### src/rtl/cdr_link_pkg.sv
// Shared types and constants for the link-layer deframer behind the Manchester CDR.
package cdr_link_pkg;
  typedef enum logic [1:0] {
    HUNT    = 2'd0,
    PAYLOAD = 2'd1,
    CRC     = 2'd2
  } dfr_state_e;

  localparam logic [7:0] SYNC_WORD_DEF = 8'hD5;
  localparam logic [7:0] CRC_POLY_DEF  = 8'h07;
  localparam logic [7:0] CRC_INIT_DEF  = 8'h00;

  // Chip pairs as {first_chip, second_chip}
  localparam logic [1:0] CHIP_ONE  = 2'b10;
  localparam logic [1:0] CHIP_ZERO = 2'b01;
endpackage

### src/rtl/crc8_serial.sv
// Bit-serial CRC-8, MSB-first, no reflection, no final xor.
module crc8_serial
  import cdr_link_pkg::*;
#(
  parameter logic [7:0] CRC_POLY = CRC_POLY_DEF,
  parameter logic [7:0] CRC_INIT = CRC_INIT_DEF
) (
  input  logic       clk_link,
  input  logic       rst_n,
  input  logic       init,
  input  logic       en,
  input  logic       bit_in,
  output logic [7:0] crc_out
);
  logic fb;
  assign fb = crc_out[7] ^ bit_in;

  always_ff @(posedge clk_link or negedge rst_n) begin
    if (!rst_n)    crc_out <= CRC_INIT;
    else if (init) crc_out <= CRC_INIT;
    else if (en)   crc_out <= {crc_out[6:0], 1'b0} ^ (fb ? CRC_POLY : 8'h00);
  end
endmodule

### src/rtl/manchester_frame_deframer.sv
// Pairs Manchester chips into bits, hunts for the sync byte, collects a fixed
// payload plus CRC-8 and emits one validated word per frame.
module manchester_frame_deframer
  import cdr_link_pkg::*;
#(
  parameter int         DATA_W    = 32,
  parameter logic [7:0] SYNC_WORD = SYNC_WORD_DEF,
  parameter logic [7:0] CRC_POLY  = CRC_POLY_DEF,
  parameter logic [7:0] CRC_INIT  = CRC_INIT_DEF
) (
  input  logic              clk_link,
  input  logic              rst_n,
  input  logic              chip_in,
  input  logic              chip_valid,
  input  logic              cdr_locked,
  output logic [DATA_W-1:0] data_out,
  output logic              data_valid,
  output logic              crc_err,
  output logic              frame_err,
  output logic              in_frame
);
  localparam int CNT_W = $clog2(DATA_W + 1);

  dfr_state_e        state, state_n;
  logic              chip_phase, first_chip;
  logic [6:0]        sync_sr;   // last 7 decoded bits; the 8th is the bit in flight
  logic [6:0]        rx_crc;
  logic [CNT_W-1:0]  bit_cnt;
  logic [DATA_W-1:0] payload;
  logic [7:0]        crc_val;

  logic [1:0] pair;
  logic       pair_evt, pair_one, pair_viol, bit_evt, sync_hit;
  logic       last_payload, last_crc, crc_match;
  logic       dv_n, ce_n, fe_n, crc_init, crc_en;

  assign pair         = {first_chip, chip_in};
  assign pair_evt     = cdr_locked && chip_valid && chip_phase;
  assign pair_one     = (pair == CHIP_ONE);
  assign pair_viol    = (pair != CHIP_ONE) && (pair != CHIP_ZERO);
  assign bit_evt      = pair_evt && !pair_viol;
  assign sync_hit     = (state == HUNT) && bit_evt && ({sync_sr, pair_one} == SYNC_WORD);
  assign last_payload = (bit_cnt == CNT_W'(DATA_W - 1));
  assign last_crc     = (bit_cnt == CNT_W'(7));
  assign crc_match    = ({rx_crc, pair_one} == crc_val);

  crc8_serial #(.CRC_POLY(CRC_POLY), .CRC_INIT(CRC_INIT)) u_crc (
    .clk_link (clk_link),
    .rst_n    (rst_n),
    .init     (crc_init),
    .en       (crc_en),
    .bit_in   (pair_one),
    .crc_out  (crc_val)
  );

  always_comb begin
    state_n  = state;
    dv_n     = 1'b0;
    ce_n     = 1'b0;
    fe_n     = 1'b0;
    crc_init = 1'b0;
    crc_en   = 1'b0;
    if (!cdr_locked) begin
      state_n = HUNT;
      fe_n    = (state != HUNT);
    end else if (pair_evt) begin
      if (pair_viol) begin
        if (state != HUNT) begin
          state_n = HUNT;
          fe_n    = 1'b1;
        end
      end else begin
        unique case (state)
          HUNT: if (sync_hit) begin
            state_n  = PAYLOAD;
            crc_init = 1'b1;
          end
          PAYLOAD: begin
            crc_en = 1'b1;
            if (last_payload) state_n = CRC;
          end
          CRC: if (last_crc) begin
            state_n = HUNT;
            dv_n    = crc_match;
            ce_n    = !crc_match;
          end
          default: state_n = HUNT;
        endcase
      end
    end
  end

  always_ff @(posedge clk_link or negedge rst_n) begin
    if (!rst_n) begin
      state      <= HUNT;
      chip_phase <= 1'b0;
      first_chip <= 1'b0;
      sync_sr    <= '0;
      rx_crc     <= '0;
      bit_cnt    <= '0;
      payload    <= '0;
      data_out   <= '0;
      data_valid <= 1'b0;
      crc_err    <= 1'b0;
      frame_err  <= 1'b0;
      in_frame   <= 1'b0;
    end else begin
      state      <= state_n;
      data_valid <= dv_n;
      crc_err    <= ce_n;
      frame_err  <= fe_n;
      in_frame   <= (state_n != HUNT);
      if (dv_n) data_out <= payload;
      if (!cdr_locked) begin
        chip_phase <= 1'b0;
        sync_sr    <= '0;
      end else if (chip_valid) begin
        if (!chip_phase) begin
          first_chip <= chip_in;
          chip_phase <= 1'b1;
        end else if (pair_viol) begin
          // In HUNT a bad pair means we are on the wrong chip boundary: slide by one.
          if (state == HUNT) begin
            first_chip <= chip_in;
          end else begin
            chip_phase <= 1'b0;
            sync_sr    <= '0;
          end
        end else begin
          chip_phase <= 1'b0;
          unique case (state)
            HUNT: begin
              sync_sr <= sync_hit ? 7'd0 : {sync_sr[5:0], pair_one};
              if (sync_hit) bit_cnt <= '0;
            end
            PAYLOAD: begin
              payload <= {payload[DATA_W-2:0], pair_one};
              bit_cnt <= last_payload ? '0 : bit_cnt + CNT_W'(1);
            end
            CRC: begin
              rx_crc  <= {rx_crc[5:0], pair_one};
              bit_cnt <= bit_cnt + CNT_W'(1);
            end
            default: ;
          endcase
        end
      end
    end
  end
endmodule

### config.mk
export PLATFORM = sky130hd
export DESIGN_NAME = manchester_frame_deframer
export DESIGN_NICKNAME = d
export VERILOG_FILES = /design/src/rtl/cdr_link_pkg.sv /design/src/rtl/crc8_serial.sv /design/src/rtl/manchester_frame_deframer.sv
export SDC_FILE = /design/constraint.sdc
export NUM_CORES = 1
export LEC_CHECK = 0
export BUFFER_PORTS_ARGS = -buffer_cell sky130_fd_sc_hd__buf_2
export CORE_MARGIN = 1.5
export CORE_UTILIZATION = 29
export DETAILED_ROUTE_END_ITERATION = 8
export PLACE_DENSITY_LB_ADDON = 0.08
export SETUP_SLACK_MARGIN = 0.5
export SLEW_MARGIN = 20
export SYNTH_ARGS = -nofsm -noshare
export SYNTH_HDL_FRONTEND = slang
export SYNTH_HIERARCHICAL = 1
export SYNTH_SLANG_ARGS = --single-unit
### constraint.sdc
create_clock -name clk_link -period 2.23 [get_ports clk_link]
set_input_delay 0.1115 -clock clk_link [delete_from_list [all_inputs] [get_ports clk_link]]
set_output_delay 0.1115 -clock clk_link [all_outputs]
set_load 0.005 [all_outputs]
==> qor.yml <==
status: "completed"
p_comb_share_pct: 8.3
die_w_um: 126
grt_pass1_vias: 2759
drc: 0
cp-start-kind: "flip-flop"
fillers: 1388
rsz0062_at_grt: "yes"
synth-async-reset-ratio_pct: 100
design_area_um2: 5940
critPathSlowestCell: "dfrtp_1"
timing.slew.headroom_pct: 49.1
place_ws_ns: 0.0346
min_period_over_period_pct: 93.6
clkPwrFrac_pct: 40.3
required_ns: 2.46
insertedDiodeCount: 0
drtAntennaViolNets: 0
end_kind: "flip-flop"
synthXorXnorAreaFrac_pct: 2.18
cts-root-buf: "clkbuf_16"
slowest_delay_ns: 0.39
cts_buffer_depth: 2
switching_share_pct: 23.6
hold_path_class: "in2reg"
synth_top_flop_cell: "dfrtp_1"
grt_overflow: 0
gp_congestion: 0.706
placed_cell_area_um2: 4890
wire_per_inst_um: 16.9
yosys.area_share.simple_pct: 7.86
leakagePower_nw: 2.94
drive_gt1_share_pct: 49.0
final_core_util_pct: 40.4
layout.area.seq_um2: 2500
track_usage_pct: 12.5
drtIter0Drc: 117
p_int_mw: 2.76
powerDensity_nw_per_um2: 608
cap_violations: 0
final_cell_mix: "dfrtp_1 (100), mux2_4 (65), buf_2 (39)"
numCtsBuffers: 9
ios: 41
dieArea_um2: 16000
arrival_ns: 2.32
synth-seq-cells: 100
grt_pass1_wl_um: 15200
cp_cell_sequence: "ha_4 -> nand3b_4 -> or3_4 -> nor4_4 -> buf_6 -> buf_12 -> mux2_2"
ys_seq_area_share_pct: 56.7
power.share.sequential_pct: 51.5
skew_ns: 0.00616
period_needed_ns: 2.09
coreArea_um2: 14700
synth_compound_area_share_pct: 6.66
final.setup.worst_slack_ns: 0.142
ys_types: 51
grt_max_degree: 58
finalWirelength_um: 9850
dr.pass1.iters: 4
final_common_cell: "dfrtp_1"
grt_antenna_before_repair: 0
multi_input_area_um2: 2110
num_rows: 44
p_sw_mw: 0.853
ys.warnings.count: 6
clkTransAtPathRegs_ns: 0.07
start_util_pct: 30.0
setup_viol_count_final: 0
h-tree-depth: 3
critPathKind: "reg2reg"
synth_top_family_by_area: "multiplexers"
hold_viol_final: 0
finalNetCount: 406
worst_pin_slew_ns: 0.763
syn_nets: 327
vdd_drop_max_mv: 0.337
fmax_ghz: 0.479
syn_inst: 316
area_growth_pct: 34.6
cts_tree: "done"
numPortBuffers: 40
synth_fa_ha_area_share_pct: 1.70
syn_area_um2: 4410
synthMuxAreaShare_pct: 22.0
dp_hpwl_um: 5520
via_per_inst: 4.74
vias: 2757
drv_slew: 0
synth_edf_count: 0
whs_ns: 0.104
critPathMaxFanout: 5
syn_area_per_cell_um2: 14.0
clock_latency_ns: 0.35
die_h_um: 126
cts_sinks: 100
power.total_mw: 3.61
## metrics by stage
stage                     setup TNS [ns]  cells
after floorplan                    -1.25    316
after global placement                 0    539
after detailed placement               0    539
after CTS                              0    569
after global routing                   0    582
final                                  0    582
## power groups by stage
stage / registers, mW / logic (mW) / clock network, mW
6_report: 1.86 / 0.298 / 1.45
2_1_floorplan: 1.88 / 0.108 / 0
4_1_cts: 1.86 / 0.228 / 1.53
5_1_grt: 1.86 / 0.329 / 1.60
3_5_place_dp: 1.89 / 0.190 / 0
3_3_place_gp: 1.89 / 0.191 / 0
## state kept, by name (all words and copies together) (netlist names)
name           flops
data_out          32
payload           32
u_crc/crc_out      8
rx_crc             7
sync_sr            7
bit_cnt            6
state              2
chip_phase         1
crc_err            1
data_valid         1
first_chip         1
frame_err          1
in_frame           1
## final timing paths
check                                         startpoint                  endpoint  slack (ns)  cells past startpoint
worst max-delay path              bit_cnt[1]$_DFFE_PN0P_   data_out[3]$_DFFE_PN0P_        0.14                      7
worst min-delay path                          chip_valid    first_chip$_DFFE_PN0P_        0.10                      3
worst max register to register    bit_cnt[1]$_DFFE_PN0P_   data_out[3]$_DFFE_PN0P_        0.14                      7
worst min register to register  data_out[17]$_DFFE_PN0P_  data_out[17]$_DFFE_PN0P_        0.51                      1
max in group asynchronous                          rst_n   payload[31]$_DFFE_PN0P_        1.15                      3
min in group asynchronous                          rst_n  data_out[26]$_DFFE_PN0P_        0.38                      2
## area by class of cell
class / instances / share of cell area, %
well taps: 184 / 3.88
clock buffers: 11 / 4.09
repair buffers: 81 / 13.1
multi-input cells: 192 / 35.6
inverters: 11 / 0.822
flip-flops and latches: 100 / 42.1
clock inverters: 3 / 0.400
## cell families (layout without fill, tap and decap cells)
| group | after synthesis | after routing |
|---|---|---|
| DFF | 100 | 100 |
| xor gates and xnor gates | 11 | 11 |
| AOI/OAI and AO/OA | 38 | 39 |
| muxes | 77 | 77 |
| adders and majority gates | 6 | 6 |
| buffers and inverters | 25 | 106 |
| and+or+nand+nor | 59 | 59 |
## synthesized netlist by cell type (all sizes together), types with 3 or more instances
master	count	area (µm²)
nor2	12	45.0
o21a	4	30.0
clkbuf	4	16.3
o21ai	6	30.0
nand4b	3	26.3
dfrtp	100	2500
a22o	4	35.0
inv	11	41.3
mux2i	6	60.1
o221ai	3	26.3
nand3	8	40.0
o211ai	3	22.5
ha	6	75.1
o311ai	4	35.0
buf	10	71.3
nand2	15	56.3
xnor2	10	87.6
mux2	71	908
o31a	4	35.0
## worst max-delay path, delay by kind of cell, from the launching register on
kind | cells | cell delay [ns]
fa+ha+maj | 1 | 0.16
buf+inv | 2 | 0.34
flops | 1 | 0.39
mux | 1 | 0.32
simple gates | 3 | 0.75
## layer usage
layer	track usage (%)	wire, µm
met1	16.6	4740
met4	3.65	108
met3	4.26	373
met5	0	0
met2	19.2	4630
## repair_timing
item	in CTS	in global routing
setup buffers	10	9
endpoints found under the hold margin	55	0
hold buffers	1	0
endpoints found under the setup margin	81	99
pin swaps	3	17
cloned	5	4
resized for setup	26	82
No activity file was read; power rests on OpenSTA's default activity.
